<file path="src/rtl/pwm_pkg.sv">
// Shared definitions for the PWM duty path: duty width, full-scale value, ramp states.
// Latency: none (types, constants and a combinational helper only).
// Backpressure: not applicable.
package pwm_pkg;

  localparam int DC_W = 7;
  localparam logic [DC_W-1:0] DC_MAX = 7'd100;

  typedef enum logic [0:0] {
    IDLE = 1'b0,
    RAMP = 1'b1
  } state_t;

  // Saturate a requested duty cycle to full scale (100 percent).
  function automatic logic [DC_W-1:0] clamp_dc(input logic [DC_W-1:0] v);
    return (v > DC_MAX) ? DC_MAX : v;
  endfunction

endpackage

</file>
<file path="src/rtl/pwm_period_tick.sv">
// Free-running PWM period counter; pulses period_tick on the last clock of each period.
// Latency: period_tick is decoded combinationally from the registered counter.
// Backpressure: none; the counter never stalls, so consumers stay phase-aligned.
module pwm_period_tick #(
  parameter int PERIOD_CLKS = 256
) (
  input  logic clk,
  input  logic reset,
  output logic period_tick
);

  localparam int CNT_W = (PERIOD_CLKS > 2) ? $clog2(PERIOD_CLKS) : 1;
  localparam logic [CNT_W-1:0] LAST = CNT_W'(PERIOD_CLKS - 1);

  logic [CNT_W-1:0] cnt;

  // Count 0..PERIOD_CLKS-1 and wrap, independent of any enable.
  always_ff @(posedge clk) begin
    if (reset) begin
      cnt <= '0;
    end else if (cnt == LAST) begin
      cnt <= '0;
    end else begin
      cnt <= cnt + CNT_W'(1);
    end
  end

  assign period_tick = (cnt == LAST);

endmodule

</file>
<file path="src/rtl/pwm_duty_ramp.sv">
// Soft-start/slew stage: walks dc toward an accepted target in bounded steps on period boundaries.
// Latency: first step lands one clock after the HOLD_PERIODS-th period_tick following an accept.
// Backpressure: tgt_ready is high whenever out of reset; a new target may replace one mid-ramp.
module pwm_duty_ramp
  import pwm_pkg::*;
#(
  parameter int PERIOD_CLKS  = 256,
  parameter int STEP         = 1,
  parameter int HOLD_PERIODS = 4
) (
  input  logic            clk,
  input  logic            reset,
  input  logic [DC_W-1:0] tgt_dc,
  input  logic            tgt_valid,
  output logic            tgt_ready,
  input  logic            enable,
  output logic [DC_W-1:0] dc,
  output logic            busy,
  output logic            done,
  output logic            period_tick
);

  localparam int HOLD_W = (HOLD_PERIODS > 2) ? $clog2(HOLD_PERIODS) : 1;
  localparam logic [HOLD_W-1:0] HOLD_LAST = HOLD_W'(HOLD_PERIODS - 1);
  localparam logic [7:0] STEP8 = 8'(STEP);

  state_t            state;
  logic [DC_W-1:0]   target;
  logic [HOLD_W-1:0] hold;

  logic              accept;
  logic              ramp_tick;
  logic              step_due;
  logic [DC_W-1:0]   tgt_clamped;
  logic [DC_W-1:0]   dc_next;
  logic [7:0]        dc8;
  logic [7:0]        tgt8;
  logic [7:0]        gap8;
  logic [7:0]        inc8;

  pwm_period_tick #(
    .PERIOD_CLKS(PERIOD_CLKS)
  ) u_period_tick (
    .clk        (clk),
    .reset      (reset),
    .period_tick(period_tick)
  );

  assign accept      = tgt_valid && tgt_ready;
  assign tgt_clamped = clamp_dc(tgt_dc);
  // Only ticks seen while ramping and enabled advance the hold count.
  assign ramp_tick   = (state == RAMP) && enable && period_tick;
  assign step_due    = ramp_tick && (hold == HOLD_LAST);

  // Next duty value: move by at most STEP toward the target, never past it.
  always_comb begin
    dc8     = {1'b0, dc};
    tgt8    = {1'b0, target};
    gap8    = (dc8 < tgt8) ? (tgt8 - dc8) : (dc8 - tgt8);
    inc8    = (gap8 < STEP8) ? gap8 : STEP8;
    dc_next = (dc8 < tgt8) ? DC_W'(dc8 + inc8) : DC_W'(dc8 - inc8);
  end

  // Accept/ramp control; an accept takes priority over a coincident step.
  always_ff @(posedge clk) begin
    if (reset) begin
      dc        <= '0;
      target    <= '0;
      hold      <= '0;
      state     <= IDLE;
      busy      <= 1'b0;
      done      <= 1'b0;
      tgt_ready <= 1'b0;
    end else begin
      tgt_ready <= 1'b1;
      done      <= 1'b0;
      if (accept) begin
        target <= tgt_clamped;
        hold   <= '0;
        if (tgt_clamped == dc) begin
          state <= IDLE;
          busy  <= 1'b0;
          done  <= 1'b1;
        end else begin
          state <= RAMP;
          busy  <= 1'b1;
        end
      end else if (ramp_tick) begin
        if (step_due) begin
          hold <= '0;
          dc   <= dc_next;
          if (dc_next == target) begin
            state <= IDLE;
            busy  <= 1'b0;
            done  <= 1'b1;
          end
        end else begin
          hold <= hold + HOLD_W'(1);
        end
      end
    end
  end

endmodule
</file>
<file path="config.mk">
export PLATFORM = sky130hd
export DESIGN_NAME = pwm_duty_ramp
export DESIGN_NICKNAME = d
export VERILOG_FILES = /design/src/rtl/pwm_pkg.sv /design/src/rtl/pwm_period_tick.sv /design/src/rtl/pwm_duty_ramp.sv
export SDC_FILE = /design/constraint.sdc
export NUM_CORES = 1
export LEC_CHECK = 0
export BUFFER_PORTS_ARGS = -buffer_cell sky130_fd_sc_hd__buf_2
export CELL_PAD_IN_SITES_DETAIL_PLACEMENT = 1
export CELL_PAD_IN_SITES_GLOBAL_PLACEMENT = 1
export CORE_MARGIN = 3
export CORE_UTILIZATION = 34
export CTS_BUF_LIST = sky130_fd_sc_hd__clkbuf_8 sky130_fd_sc_hd__clkbuf_16
export DETAILED_ROUTE_END_ITERATION = 7
export PLACE_DENSITY = 0.63
export SLEW_MARGIN = 5
export SYNTH_ARGS = -nofsm -noshare
export SYNTH_HDL_FRONTEND = slang
export SYNTH_SLANG_ARGS = --single-unit
</file>
<file path="constraint.sdc">
create_clock -name clk -period 10.4 [get_ports clk]
set_clock_uncertainty 0.05 [all_clocks]
set_input_delay 0.52 -clock clk [delete_from_list [all_inputs] [get_ports clk]]
set_output_delay 0.52 -clock clk [all_outputs]
set_load 0.03 [all_outputs]
</file>
# Yosys cells after proc, flatten, opt, wreduce, memory -nomap -nowiden
# Cells that the tools add are included.
# W data, S select, Z words.
[totals] regBits=27 input_bits=11 out_inout_bits=11 word_cells=48
[classes] add_sub_neg=6 magnitude_cmp=3 eq_ne=4 n_mux=16 bitwise=1 reduce_logical=11
[ops] cell="$mux W7" count=3
[ops] cell="$sub A7 B7 Y8" count=2
[ops] cell="$eq A7 B7 Y1" count=2
[ops] cell="$mux W1" count=11
[ops] cell="$add A8 B1 Y8 const B" count=1
[ops] cell="$eq A8 B8 Y1 const B" count=1
[ops] cell="$lt A8 B1 Y1 const B" count=1
[ops] cell="$mux W8" count=1
[ops] cell="$add A7 B7 Y7" count=1
[ops] cell="$gt A7 B7 Y1 const B" count=1
[ops] cell="$lt A7 B7 Y1" count=1
[ops] cell="$sub A7 B7 Y7" count=1
[ops] cell="$reduce_and A3 Y1" count=2
[ops] cell="$reduce_bool A2 Y1" count=3
[ops] cell="$logic_and A1 B1 Y1" count=4
[ops] cell="$reduce_or A2 Y1" count=2
[ops] cell="$add A2 B1 Y2 const B" count=1
[ops] cell="$eq A2 B2 Y1 const B" count=1
[ops] cell="$mux W2" count=1
[ops] cell="$not A1 Y1" count=1

# Depth between registers and ports, before layout
# Gate-level depths: netlist (run 1).
[logic_depth] ltp_word=11 depth_mapped=22 ltp_nobuf=22

# Modules after synthesis
# Synthesis (run 1) repeated with hierarchy kept, for this count alone.
[unflattened] cells_unflattened=297 hier_area_um2=2329.7
[modules_own_cells] module="pwm_duty_ramp" instances=1 cells_per_inst=259 area_per_inst_um2=1994.4 seq_area_each_um2=380.4
[modules_own_cells] module="pwm_period_tick" instances=1 cells_per_inst=38 area_per_inst_um2=335.3 seq_area_each_um2=160.2

# Worst setup path after synthesis (run 1)
# OpenSTA, ideal clock, no wires.
[synth_timing] path_kind="reg-to-reg" startpoint="register dc[6]" endpoint="register state" setup_ps=134 arrival_ps=4556 t_required_ps=10216 slack_ps=5660 stages_incl_launch_ff=22 n_path_buf=2 synth_period_minus_slack_ps=4740 cell_sequence="dfxtp_1 > inv_1 > ha_1 > buf_6 > and2_4 > a221oi_4 > buf_6 > o21ai_2 > o221ai_2 > nand3_1 > nor4_4 > and3_1 > ha_1 > and3_1 > fa_1 > nand2b_1 > a21oi_1 > o22ai_1 > xor2_2 > xnor2_1 > a2111oi_2 > o22ai_1"
[synth_via] elab_chain_cells=9 word_cells_on_any_way=15 cone_classes="add/sub: 4; order compare: 2; eq/ne: 2; mux: 5; reduce/logical: 2"
[synth_lines] item="start: declaration" line_no="pwm_duty_ramp.sv:17" rtl="output logic [DC_W-1:0] dc,"
[synth_lines] item="start signal: assignment" line_no="pwm_duty_ramp.sv:91" rtl="dc <= dc_next;"
[synth_lines] item="$sub A7 B7 Y8 / $lt A7 B7 Y1 (equally long branches)" line_no="pwm_duty_ramp.sv:59, pwm_duty_ramp.sv:61"
[synth_lines] item="$mux W8" line_no="pwm_duty_ramp.sv:59" rtl="gap8 = (dc8 < tgt8) ? (tgt8 - dc8) : (dc8 - tgt8);"
[synth_lines] item="$lt A8 B1 Y1" line_no="pwm_duty_ramp.sv:60" rtl="inc8 = (gap8 < STEP8) ? gap8 : STEP8;"
[synth_lines] item="$mux W7" line_no="pwm_duty_ramp.sv:60"
[synth_lines] item="$sub A7 B7 Y7 / $add A7 B7 Y7 (equally long branches)" line_no="pwm_duty_ramp.sv:61" rtl="dc_next = (dc8 < tgt8) ? DC_W'(dc8 + inc8) : DC_W'(dc8 - inc8);"
[synth_lines] item="$mux W7" line_no="pwm_duty_ramp.sv:61"
[synth_lines] item="$eq A7 B7 Y1" line_no="pwm_duty_ramp.sv:92" rtl="if (dc_next == target) begin"
[synth_lines] item="$reduce_bool A2 Y1 (no source line)"
[synth_lines] item="$reduce_and A3 Y1 (no source line)"
[synth_lines] item="end signal: assignment" line_no="pwm_duty_ramp.sv:70" rtl="state <= IDLE;"
[synth_lines] item="end signal: assignment" line_no="pwm_duty_ramp.sv:81" rtl="state <= IDLE;"
[synth_lines] item="end signal: assignment" line_no="pwm_duty_ramp.sv:93" rtl="state <= IDLE;"
[synth_lines] item="end: declaration" line_no="pwm_duty_ramp.sv:27" rtl="state_t state;"
# Several ways; a longest one is shown, not always the timed one.
# A chain may end at the register's enable or synchronous reset.

# Worst setup path in the final report (run 1)
[layout_timing] startpoint="register dc[6]" endpoint="register done"
[layout_via] elab_chain_cells=11 word_cells_on_any_way=16 cone_classes="add/sub: 4; order compare: 2; eq/ne: 2; mux: 8"
[layout_lines] item="$sub A7 B7 Y8 / $lt A7 B7 Y1 (equally long branches)" line_no="pwm_duty_ramp.sv:59, pwm_duty_ramp.sv:61"
[layout_lines] item="$mux W8" line_no="pwm_duty_ramp.sv:59"
[layout_lines] item="$lt A8 B1 Y1" line_no="pwm_duty_ramp.sv:60"
[layout_lines] item="$mux W7" line_no="pwm_duty_ramp.sv:60"
[layout_lines] item="$sub A7 B7 Y7 / $add A7 B7 Y7 (equally long branches)" line_no="pwm_duty_ramp.sv:61"
[layout_lines] item="$mux W7" line_no="pwm_duty_ramp.sv:61"
[layout_lines] item="$eq A7 B7 Y1" line_no="pwm_duty_ramp.sv:92"
[layout_lines] item="$mux W1" line_no="pwm_duty_ramp.sv:92"
[layout_lines] item="$mux W1" line_no="pwm_duty_ramp.sv:89" rtl="if (step_due) begin"
[layout_lines] item="$mux W1" line_no="pwm_duty_ramp.sv:88" rtl="end else if (ramp_tick) begin"
[layout_lines] item="$mux W1 *" line_no="pwm_duty_ramp.sv:77" rtl="if (accept) begin"
[layout_lines] item="end signal: assignment" line_no="pwm_duty_ramp.sv:76" rtl="done <= 1'b0;"
[layout_lines] item="end signal: assignment" line_no="pwm_duty_ramp.sv:83" rtl="done <= 1'b1;"
[layout_lines] item="end signal: assignment" line_no="pwm_duty_ramp.sv:95" rtl="done <= 1'b1;"
[layout_lines] item="end: declaration" line_no="pwm_duty_ramp.sv:19" rtl="output logic done,"
# Every way passes the cells marked *; elsewhere a longest branch is shown, timed or not.

==> results by group, run 1 <==
Status
  – Status: completed

Global route
  – Largest net degree at the start of global routing: 22
  – Initial antenna violation count: 0
  – First-pass GRT wire length: 10500 um
  – Gr usage total: 17.3%
  – Vias in the first global route: 2011
  – Total global routing overflow: 0

Pwr
  – Pint: 174 uW
  – Power share of the sequential group: 40.7%
  – Clock power frac: 23.2%
  – Peak VDD IR: 53.5 uV
  – Power per cell area: 107 nW/um^2
  – P_leak: 1.03 nW
  – Sw Pwr: 94.8 uW
  – Gate power share: 36.1%
  – Switching Fraction: 35.3%

Clock tree
  – CTS max path bufs: 2
  – H-Tree Depth: 1
  – Hold Buf Count CTS: 0
  – CTS root buf: clkbuf_8
  – Post-CTS Resized: 0
  – CTS tree: yes
  – # Post-CTS Setup Buffers: 0
  – Worst-Skew Late Latency: 0.28 ns
  – CTS Buf Count: 3
  – Clock sinks: 27
  – Clock transition at the registers of the reported paths: 0.10 ns

Setup path
  – Worst setup path class: flop to flop
  – Reg2reg path depth: 19
  – Reg2reg end: done
  – Worst setup path endpoint: done
  – RR Startpoint: dc[6]
  – CP Data Arrival Time: 5.41 ns
  – R2R setup slack: 5.17 ns
  – Worst-path fanout max: 11
  – Worst Path Required: 10.58 ns
  – Crit. Startpoint: dc[6]
  – Nature of the critical path endpoint: flop
  – Startpoint types: flop

Logic synthesis
  – Mapped Nets: 316
  – Yosys top cell area share: 23.5%
  – Number of synthesized flops with an enable pin: 0
  – Syn Inst Count: 279
  – YS warnings: 0
  – Most used DFF post-synth: dfxtp_1
  – Synth top area cells: dfxtp_1 (24%), ha_1 (13%), nor2_1 (5.9%), a21oi_1 (4.6%), xnor2_1 (4.6%)
  – Async SR Flop Fraction: 0%
  – Post-synth top cells: nor2_1 (36), dfxtp_1 (27), ha_1 (23)
  – Most frequent cell after synthesis: nor2_1
  – Sequential share of the synthesized area: 23.5%
  – Yosys cell types: 55
  – Mean post-synth cell area: 8.24 um^2
  – Post-synthesis register bit count: 27
  – Synthesized area: 2300 um^2
  – Post-synth top area cell: dfxtp_1

Final layout
  – Layout cell share with drive strength beyond 1: 12.8%
  – Reg area: 541 um^2
  – Area of the multi-input gates: 1630 um^2
  – # diodes: 0
  – Final net count: 334
  – P&R area growth vs syn: 8.82%
  – Filler cells: 805

Route
  – Detail Route Antenna Nets: 0
  – Wire per inst: 16.7 um
  – Vias/cell: 5.34
  – Drt first pass iters: 4
  – DRT iter0 DRCs: 47
  – DR vias: 1991
  – Routed WL: 6240 um
  – DRC viols: 0

STA
  – Final Hold Vio Count: 0
  – Final setup fails: 0
  – Worst Max-Slew Pin Slew: 0.657 ns
  – Final Max Slew Viols: 0
  – Headroom to the max-slew limit: 56.2%
  – RSZ-0062 raised after global routing: false
  – Fin crit period: 5.23 ns
  – Setup_tns: 0 ns
  – Hold slack: 0.421 ns
  – Final period utilization: 50.3%
  – FMAX: 191 MHz

Job
  – Total of max-cap violations: 0

Placement
  – Final GP Congestion: 0.828
  – Post-DP HPWL: 5060 um
  – I/O Buffers: 21

Hold path
  – Worst Hold Class: flop to flop

Die
  – DIE AREA: 7780 um^2
  – Die Y: 88.2 um
  – Std-Cell Rows: 29
  – Core area: 6460 um^2
  – Die outline width: 88.2 um
  – Initial Utilization: 35.6%
  – IO Pins: 22
-- through the flow --
stage	setup WS (ns)	util, %	cells	total power [mW]	area, um^2
6_report	5.17	38.7	373	0.269	2500
2_1_floorplan	5.66	-	279	0.186	2300
4_1_cts	5.15	38.7	373	0.273	2500
3_3_place_gp	5.44	38.0	369	0.208	2450
5_1_grt	4.81	38.7	373	0.290	2500
3_5_place_dp	5.20	38.0	369	0.209	2450
-- worst max-delay path, stage by stage (launching register included) --
cell and delay (ns):
dfxtp_1 0.45, inv_1 0.12, ha_1 0.44, and2_4 0.24, a221oi_4 0.58, o21ai_2 0.15, o221ai_2 0.19, nand3_1 0.15
nor4_4 0.31, and3_1 0.21, ha_1 0.22, and3_1 0.18, fa_1 0.44, nand2b_1 0.18, a21oi_1 0.18, o22ai_1 0.14
xor2_2 0.17, xnor2_1 0.15, a2111oi_2 0.43, o211a_1 0.20
-- registers in the layout (all words and copies together), names as in the netlist --
name,count
u_period_tick.cnt,8
dc,7
target,7
hold,2
done,1
state,1
tgt_ready,1
-- cell families after synthesis --
| group | share of synthesized area [%] |
|---|---|
| compound gates | 23.6 |
| xor+xnor | 9.09 |
| fa+ha+maj | 15.1 |
| buf+inv | 5.50 |
| flops | 23.5 |
| mux | 2.61 |
| other cells | 0.163 |
| simple gates | 20.4 |
-- placed cells by master (no fill, tap or decap), types with 2 or more instances in the layout --
| cell | n |
|---|---|
| xor2_1 | 10 |
| fa_1 | 3 |
| a211o_1 | 2 |
| inv_1 | 21 |
| ha_1 | 23 |
| nand3b_1 | 3 |
| o21ai_0 | 16 |
| nand3_1 | 11 |
| nand2_1 | 16 |
| nor3_1 | 6 |
| mux2i_1 | 6 |
| o221ai_1 | 2 |
| a21oi_1 | 21 |
| a211oi_1 | 5 |
| clkbuf_8 | 3 |
| o21a_1 | 2 |
| o211a_1 | 3 |
| and3_1 | 4 |
| buf_2 | 21 |
| nor2_1 | 36 |
| xnor2_1 | 12 |
| dfxtp_1 | 27 |
| nand2b_1 | 4 |
| nor2b_1 | 2 |
| o22ai_1 | 2 |
| a31o_1 | 2 |
| a21o_1 | 5 |
| o31ai_1 | 2 |
-- power groups by stage --
| stage | clock [mW] | sequential (mW) | combinational, mW |
|---|---|---|---|
| 3_3_place_gp | 0 | 0.112 | 0.0962 |
| 4_1_cts | 0.0658 | 0.109 | 0.0977 |
| 5_1_grt | 0.0711 | 0.110 | 0.109 |
| 2_1_floorplan | 0 | 0.112 | 0.0742 |
| 6_report | 0.0624 | 0.109 | 0.0969 |
| 3_5_place_dp | 0 | 0.112 | 0.0971 |
-- layout make-up --
type	instances	share of cell area, %
Timing Repair Buffer	21	4.20
Sequential cell	27	21.6
Multi-Input combinational cell	223	65.2
Inverter	21	3.15
Tap cell	77	3.85
Clock inverter	1	0.300
Clock buffer	3	1.65
-- routing by layer --
metal	global-route usage, %	share of wire [%]	up-vias
met5	0	0	-
met4	4.26	1.3	0
met3	1.68	2.1	7
met2	28.0	46	24
met1	24.9	51	948
li1	-	-	1012
-- worst min path at each step --
stage | endpoint | cells after the start | slack [ns] | start
2_1_floorplan | u_period_tick.cnt[0] | 1 | 0.38 | u_period_tick.cnt[0]
3_3_place_gp | u_period_tick.cnt[0] | 1 | 0.39 | u_period_tick.cnt[0]
3_5_place_dp | u_period_tick.cnt[0] | 1 | 0.40 | u_period_tick.cnt[0]
4_1_cts | u_period_tick.cnt[0] | 1 | 0.43 | u_period_tick.cnt[0]
5_1_grt | u_period_tick.cnt[0] | 1 | 0.45 | u_period_tick.cnt[0]
6_report | u_period_tick.cnt[0] | 1 | 0.42 | u_period_tick.cnt[0]
Note: power is estimated with default switching activity, not from simulation.
==> inputs of run 2 (changes only) <==
Settings changed: ABC_AREA from default to 1, PLACE_DENSITY 0.63 to 0.67.
Clock period 10.4 ns to 4.94 ns, I/O delays scaled along.
==> run 2 against run 1 <==
Compared with the run above: final area shrank 2.8%; via count grew 10%; die area shrank 3.8%; first-iteration DRC count grew 100%; utilization grew 1.2 points; synthesized cell count grew 19%; sequential power grew 110%; critical path type unchanged.
==> results by group, run 2 <==
Placement
  – Post-DP HPWL: 5470 um (was 5060 um)
  – Final GP Congestion: 0.781 (was 0.828)
  – DP Cell Count: 425 (was 369)
  – I/O Buffers: 21 (unchanged)

Route
  – Detail Route Antenna Nets: 0 (unchanged)
  – DR vias: 2196 (was 1991)
  – Drt first pass iters: 4 (unchanged)
  – DRC viols: 0 (unchanged)
  – Vias/cell: 5.12 (was 5.34)
  – DRT iter0 DRCs: 95 (was 47)
  – Routed WL: 6410 um (was 6240 um)
  – Wire per inst: 14.9 um (was 16.7 um)

Setup path
  – Worst Path Required: 5.07 ns (was 10.58 ns)
  – Crit. Startpoint: dc[0] (was dc[6])
  – Crit-path leading delay family: simple AND/OR/NAND/NOR gates (was compound AO/OA/AOI/OAI gates)
  – Critical Path Stages: 30 (was 19)
  – Nature of the critical path endpoint: flop (unchanged)
  – Critical path's slowest cell: fa_1 (was a221oi_4)
  – Worst setup path class: flop to flop (unchanged)
  – Worst-path fanout max: 11 (unchanged)
  – CP most frequent cell: nand2_1
  – R2R setup slack: 0.60 ns (was 5.17 ns)
  – Max stage delay on crit path: 0.43 ns (was 0.58 ns)
  – Worst setup path endpoint: state (was done)
  – Reg2reg end: state (was done)
  – Startpoint types: flop (unchanged)
  – Reg2reg path depth: 30 (was 19)
  – CP Data Arrival Time: 4.47 ns (was 5.41 ns)
  – Worst Path Buf+Inv: 6 (was 1)
  – RR Startpoint: dc[0] (was dc[6])

Final layout
  – Top flop regs: u_period_tick.cnt: 8 flops, dc: 7 flops, target: 7 flops (unchanged)
  – Most common cell after layout, fill and taps aside: nand2_1 (was nor2_1)
  – Layout cell share with drive strength beyond 1: 9.89% (was 12.8%)
  – Reg with most FFs: u_period_tick.cnt (unchanged)
  – # diodes: 0 (unchanged)
  – Final net count: 392 (was 334)
  – Largest register FFs: 8 (unchanged)
  – P&R area growth vs syn: 10.3% (was 8.82%)
  – Fin cells: 429 (was 373)
  – Most frequent cells in the layout: nand2_1 (77), inv_1 (49), nand3_1 (32) (was nor2_1 (36), dfxtp_1 (27), ha_1 (23))

Logic synthesis
  – Mean post-synth cell area: 6.64 um^2 (was 8.24 um^2)
  – Mapped Nets: 369 (was 316)
  – Number of synthesized flops with an enable pin: 0 (unchanged)
  – Synth top area cells: dfxtp_1 (25%), nand2_1 (13%), ha_1 (13%), inv_1 (8.2%), nand3_1 (7.3%) (was dfxtp_1 (24%), ha_1 (13%), nor2_1 (5.9%), a21oi_1 (4.6%), xnor2_1 (4.6%))
  – YS warnings: 0 (unchanged)
  – Most used DFF post-synth: dfxtp_1 (unchanged)
  – Most frequent cell after synthesis: nand2_1 (was nor2_1)
  – Async SR Flop Fraction: 0% (unchanged)
  – Syn Inst Count: 332 (was 279)
  – Sequential share of the synthesized area: 24.5% (was 23.5%)
  – Yosys top cell area share: 24.5% (was 23.5%)
  – Yosys cell types: 33 (was 55)
  – Post-synth top area cell: dfxtp_1 (unchanged)
  – Synthesized area: 2210 um^2 (was 2300 um^2)
  – Post-synthesis register bit count: 27 (unchanged)
  – Post-synth top cells: nand2_1 (77), inv_1 (48), nand3_1 (32) (was nor2_1 (36), dfxtp_1 (27), ha_1 (23))

STA
  – Fin crit period: 4.34 ns (was 5.23 ns)
  – RSZ-0062 raised after global routing: false (unchanged)
  – Worst Max-Slew Pin Slew: 0.900 ns (was 0.657 ns)
  – Setup_tns: 0 ns (unchanged)
  – Hold slack: 0.126 ns (was 0.421 ns)
  – Headroom to the max-slew limit: 39.8% (was 56.2%)
  – FMAX: 230 MHz (was 191 MHz)
  – Final Hold Vio Count: 0 (unchanged)
  – Final setup fails: 0 (unchanged)
  – Final period utilization: 87.9% (was 50.3%)
  – Final Max Slew Viols: 0 (unchanged)

Pwr
  – Power per cell area: 224 nW/um^2 (was 107 nW/um^2)
  – Peak VDD IR: 157 uV (was 53.5 uV)
  – Total power: 545 uW (was 269 uW)
  – P_leak: 1.26 nW (was 1.03 nW)

Clock tree
  – CTS root buf: clkbuf_8 (unchanged)
  – Worst-Skew Late Latency: 0.28 ns (about the same)
  – Clock transition at the registers of the reported paths: 0.09 ns (was 0.10 ns)
  – Post-CTS Resized: 0 (unchanged)
  – Clock sinks: 27 (unchanged)
  – CTS tree: yes (unchanged)
  – CTS Buf Count: 3 (unchanged)
  – Hold Buf Count CTS: 0 (unchanged)
  – H-Tree Depth: 1 (unchanged)
  – # Post-CTS Setup Buffers: 0 (unchanged)
  – CTS max path bufs: 2 (unchanged)

Die
  – IO Pins: 22 (unchanged)
  – Die Y: 86.5 um (was 88.2 um)
  – Initial Utilization: 36.2% (was 35.6%)
  – Core area: 6100 um^2 (was 6460 um^2)
  – Die outline width: 86.5 um (was 88.2 um)
  – DIE AREA: 7490 um^2 (was 7780 um^2)
  – Std-Cell Rows: 28 (was 29)

Global route
  – Initial antenna violation count: 0 (unchanged)
  – Largest net degree at the start of global routing: 15 (was 22)
  – First-pass GRT wire length: 10800 um (was 10500 um)
  – Vias in the first global route: 2188 (was 2011)
  – Total global routing overflow: 0 (unchanged)
  – Gr usage total: 18.3% (was 17.3%)

Hold path
  – Worst Hold Class: primary input to flop (was flop to flop)

Job
  – Total of max-cap violations: 0 (unchanged)

Status
  – Status: completed (unchanged)
run 2: how the worst min path moves through the flow:
stage / to / slack [ns] / start / cells after the start
finish: state / 0.13 / reset / 2
global route: state / 0.14 / reset / 2
CTS: state / 0.12 / reset / 2
detailed placement: u_period_tick.cnt[0] / 0.39 / u_period_tick.cnt[0] / 1
global placement: u_period_tick.cnt[0] / 0.38 / u_period_tick.cnt[0] / 1
floorplan: state / 0.27 / reset / 1
run 2: cell type report:
| class | count | area (um^2) |
|---|---|---|
| Clock inverter | 1 | 3.75 |
| Sequential cell | 27 | 541 |
| Multi-Input combinational cell | 249 | 1440 |
| Fill cell | 826 | 3660 |
| Clock buffer | 3 | 41.3 |
| Inverter | 50 | 188 |
| Tap cell | 75 | 93.8 |
| Timing Repair Buffer | 24 | 128 |
run 2: metrics by stage:
step / util (%) / instance area (um^2) / setup slack, ns
after global placement: 39.2 / 2390 / 0.501
after floorplan: - / 2210 / 0.979
after global routing: 39.9 / 2430 / 0.0778
after CTS: 39.9 / 2430 / 0.557
after detailed placement: 39.2 / 2390 / 0.572
final: 39.9 / 2430 / 0.597
run 2: cell families (layout without fill, tap and decap cells):
logic type,Yosys count,count (layout),share of synthesized area [%]
xor+xnor,12,12,4.76
buf+inv,56,78,10.3
compound gates,54,54,13.5
fa+ha+maj,26,26,15.8
other cells,1,1,0.170
flops,27,27,24.5
simple gates,156,156,31.0
run 2: per-layer routing:
metal	up-vias	wire [um]	GRT usage, %	share of wire (%)
li1	1123	-	-	-
met1	1049	3080	24.3	48
met2	20	3160	31.8	49
met3	4	123	2.57	1.9
met4	0	40	2.97	0.62
met5	-	0	0	0
run 2: power by group:
part,switching [mW],internal (mW),leakage (nW),total (mW)
clock network,0.0680,0.0558,0.0269,0.124
logic,0.123,0.0689,1.02,0.192
registers,0.00472,0.224,0.220,0.228
total,0.196,0.348,1.26,0.545
==> inputs of run 3 (changes only) <==
Settings changed: ABC_AREA 1 to default, CTS_CLUSTER_DIAMETER from default to 120, PLACE_DENSITY 0.67 to 0.63.
==> run 3 against run 2 <==
Compared with the run above: critical path depth is 8 lower; fmax down 7.6%; highest routed layer unchanged; register-to-register slack got worse by 0.36 ns; largest power group unchanged; final area increased by 9.8%.
==> results by group, run 3 (synthesized netlist as in run 1, its figures left out) <==
Status
  – Status: completed (unchanged)

Final layout
  – Most frequent cells in the layout: nor2_1 (36), dfxtp_1 (26), ha_1 (23) (was nand2_1 (77), inv_1 (49), nand3_1 (32))
  – # diodes: 0 (unchanged)
  – P&R area growth vs syn: 16.2% (was 10.3%)
  – Filler cells: 797 (was 826)
  – Final net count: 349 (was 392)
  – Layout cell share with drive strength beyond 1: 20.3% (was 9.89%)
  – Final Util: 41.3% (was 39.9%)
  – Top flop regs: u_period_tick.cnt: 8 flops, dc: 7 flops, target: 7 flops (unchanged)
  – Reg with most FFs: u_period_tick.cnt (unchanged)
  – Largest register FFs: 8 (unchanged)
  – Most common cell after layout, fill and taps aside: nor2_1 (was nand2_1)

Hold path
  – Worst Hold Class: primary input to flop (unchanged)
  – Hold path depth: 3 (was 2)
  – Hold path startpoint: tgt_dc[5] (was reset)
  – Hold endpoint: target[5] (was state)

Clock tree
  – Clock sinks: 27 (unchanged)
  – Worst-Skew Late Latency: 0.28 ns (about the same)
  – H-Tree Depth: 1 (unchanged)
  – Clock transition at the registers of the reported paths: 0.11 ns (was 0.09 ns)
  – CTS Buf Count: 3 (unchanged)
  – CTS root buf: clkbuf_8 (unchanged)
  – CTS max path bufs: 2 (unchanged)
  – Hold Buf Count CTS: 0 (unchanged)
  – CTS tree: yes (unchanged)

Setup path
  – Nature of the critical path endpoint: flop (unchanged)
  – Reg2reg path depth: 22 (was 30)
  – RR Startpoint: dc[0] (unchanged)
  – CP cell instances: inv_1 -> ha_1 -> inv_1 -> fa_2 -> a211o_4 -> o2111ai_4 -> o211ai_1 -> o211a_1 -> nor4_4 -> and3_1 -> ha_1 -> and3_1 -> inv_1 -> ha_1 -> nand2b_1 -> a21oi_1 -> buf_4 -> mux2i_1 -> a211oi_1 -> o2111ai_1 -> a2111oi_2 -> o211a_1
  – Reg2reg end: done (was state)
  – R2R setup slack: 0.24 ns (was 0.60 ns)
  – Critical path's slowest cell: a2111oi_2 (was fa_1)
  – Max stage delay on crit path: 0.40 ns (was 0.43 ns)
  – Startpoint types: flop (unchanged)
  – CP Data Arrival Time: 4.88 ns (was 4.47 ns)
  – Worst setup path class: flop to flop (unchanged)
  – Worst Path Required: 5.12 ns (was 5.07 ns)
  – Worst-path fanout max: 4 (was 11)

Global route
  – Initial antenna violation count: 0 (unchanged)
  – First-pass GRT wire length: 11000 um (was 10800 um)
  – Vias in the first global route: 2138 (was 2188)
  – Total global routing overflow: 0 (unchanged)
  – Gr usage total: 18.1% (was 18.3%)
  – Largest net degree at the start of global routing: 22 (was 15)

Route
  – Vias/cell: 5.37 (was 5.12)
  – Drt first pass iters: 4 (unchanged)
  – Detail Route Antenna Nets: 0 (unchanged)
  – Wire per inst: 17.3 um (was 14.9 um)
  – Routed WL: 6720 um (was 6410 um)
  – DR vias: 2085 (was 2196)
  – DRC viols: 0 (unchanged)
  – DRT iter0 DRCs: 58 (was 95)

STA
  – RSZ-0062 raised after global routing: false (unchanged)
  – Worst Max-Slew Pin Slew: 0.595 ns (was 0.900 ns)
  – Final Hold Vio Count: 0 (unchanged)
  – Final Max Slew Viols: 0 (unchanged)
  – Final period utilization: 95.2% (was 87.9%)
  – Setup_tns: 0 ns (unchanged)
  – Headroom to the max-slew limit: 59.9% (was 39.8%)
  – FMAX: 213 MHz (was 230 MHz)
  – Final setup fails: 0 (unchanged)
  – Fin crit period: 4.70 ns (was 4.34 ns)

Pwr
  – Total power: 584 uW (was 545 uW)
  – P_leak: 1.13 nW (was 1.26 nW)
  – Power per cell area: 219 nW/um^2 (was 224 nW/um^2)
  – Peak VDD IR: 126 uV (was 157 uV)

Placement
  – I/O Buffers: 21 (unchanged)
  – Final GP Congestion: 0.825 (was 0.781)
  – Post-DP HPWL: 5380 um (was 5470 um)

Die
  – Initial Utilization: 35.6% (was 36.2%)
  – DIE AREA: 7780 um^2 (was 7490 um^2)
  – Die outline width: 88.2 um (was 86.5 um)
  – Core area: 6460 um^2 (was 6100 um^2)
  – IO Pins: 22 (unchanged)
  – Die Y: 88.2 um (was 86.5 um)
  – Std-Cell Rows: 29 (was 28)

Job
  – Total of max-cap violations: 0 (unchanged)
-- run 3: cell count changes in the layout (fill, tap and decap cells not counted), moves of 8 or more --
cell | previous run | this run
a21oi_1 | 26 | 18
buf_4 | 3 | 14
inv_1 | 49 | 21
nand2_1 | 77 | 16
nand3_1 | 32 | 11
nor2_1 | 26 | 36
xnor2_1 | 1 | 12
-- run 3: worst max-delay path by stage --
| stage | slack (ns) | from | to | cells after the start |
|---|---|---|---|---|
| after global routing | 0.01 | dc[0] | state | 20 |
| after CTS | 0.03 | target[0] | done | 20 |
| after detailed placement | 0.04 | target[0] | state | 20 |
| after global placement | 0.24 | target[0] | state | 20 |
| final | 0.24 | dc[0] | done | 22 |
| after floorplan | 0.20 | dc[6] | state | 21 |
-- run 3: timing repair --
item | 4_1_cts | 5_1_grt
resized for setup | 0 | 11
buffers inserted | 0 | 2
endpoints found under the setup margin | 0 | 3
-- run 3: per-stage QoR --
step	setup WS, ns	cell area (um^2)	instances	hold WS, ns
2_1_floorplan	0.200	2300	279	0.295
3_3_place_gp	0.239	2550	382	0.396
3_5_place_dp	0.0381	2550	382	0.405
4_1_cts	0.0269	2600	386	0.182
5_1_grt	0.00960	2670	388	0.194
6_report	0.238	2670	388	0.185
-- run 3: cell type report --
| type | count | area [um^2] | share of cell area (%) |
|---|---|---|---|
| clock buffer | 3 | 41.3 | 1.55 |
| clock inverter | 1 | 7.51 | 0.281 |
| inverter | 21 | 78.8 | 2.95 |
| multi-input combinational | 223 | 1670 | 62.7 |
| sequential | 27 | 542 | 20.3 |
| tap | 77 | 96.3 | 3.61 |
| timing repair buffer | 36 | 230 | 8.62 |
-- run 3: metal layers --
layer  share of wire, %  GRT usage, %  up-vias
met2                 47          29.6       23
met5                  0             0        -
met4               0.83          3.43        0
met3                1.7          1.77        4
met1                 51          25.9     1015
li1                   -             -     1043
-- run 3: critical path, delay by kind of cell (launching register included) --
family	cells	cell delay, ns
AOI/OAI and AO/OA	9	1.98
and+or+nand+nor	4	0.80
adders and majority gates	4	0.99
DFF	1	0.34
buffers and inverters	4	0.38
muxes	1	0.11
-- run 3: power breakdown --
part | internal (mW) | switching (mW)
registers | 0.224 | 0.00630
logic | 0.0947 | 0.126
clock network | 0.0573 | 0.0758
total | 0.376 | 0.208
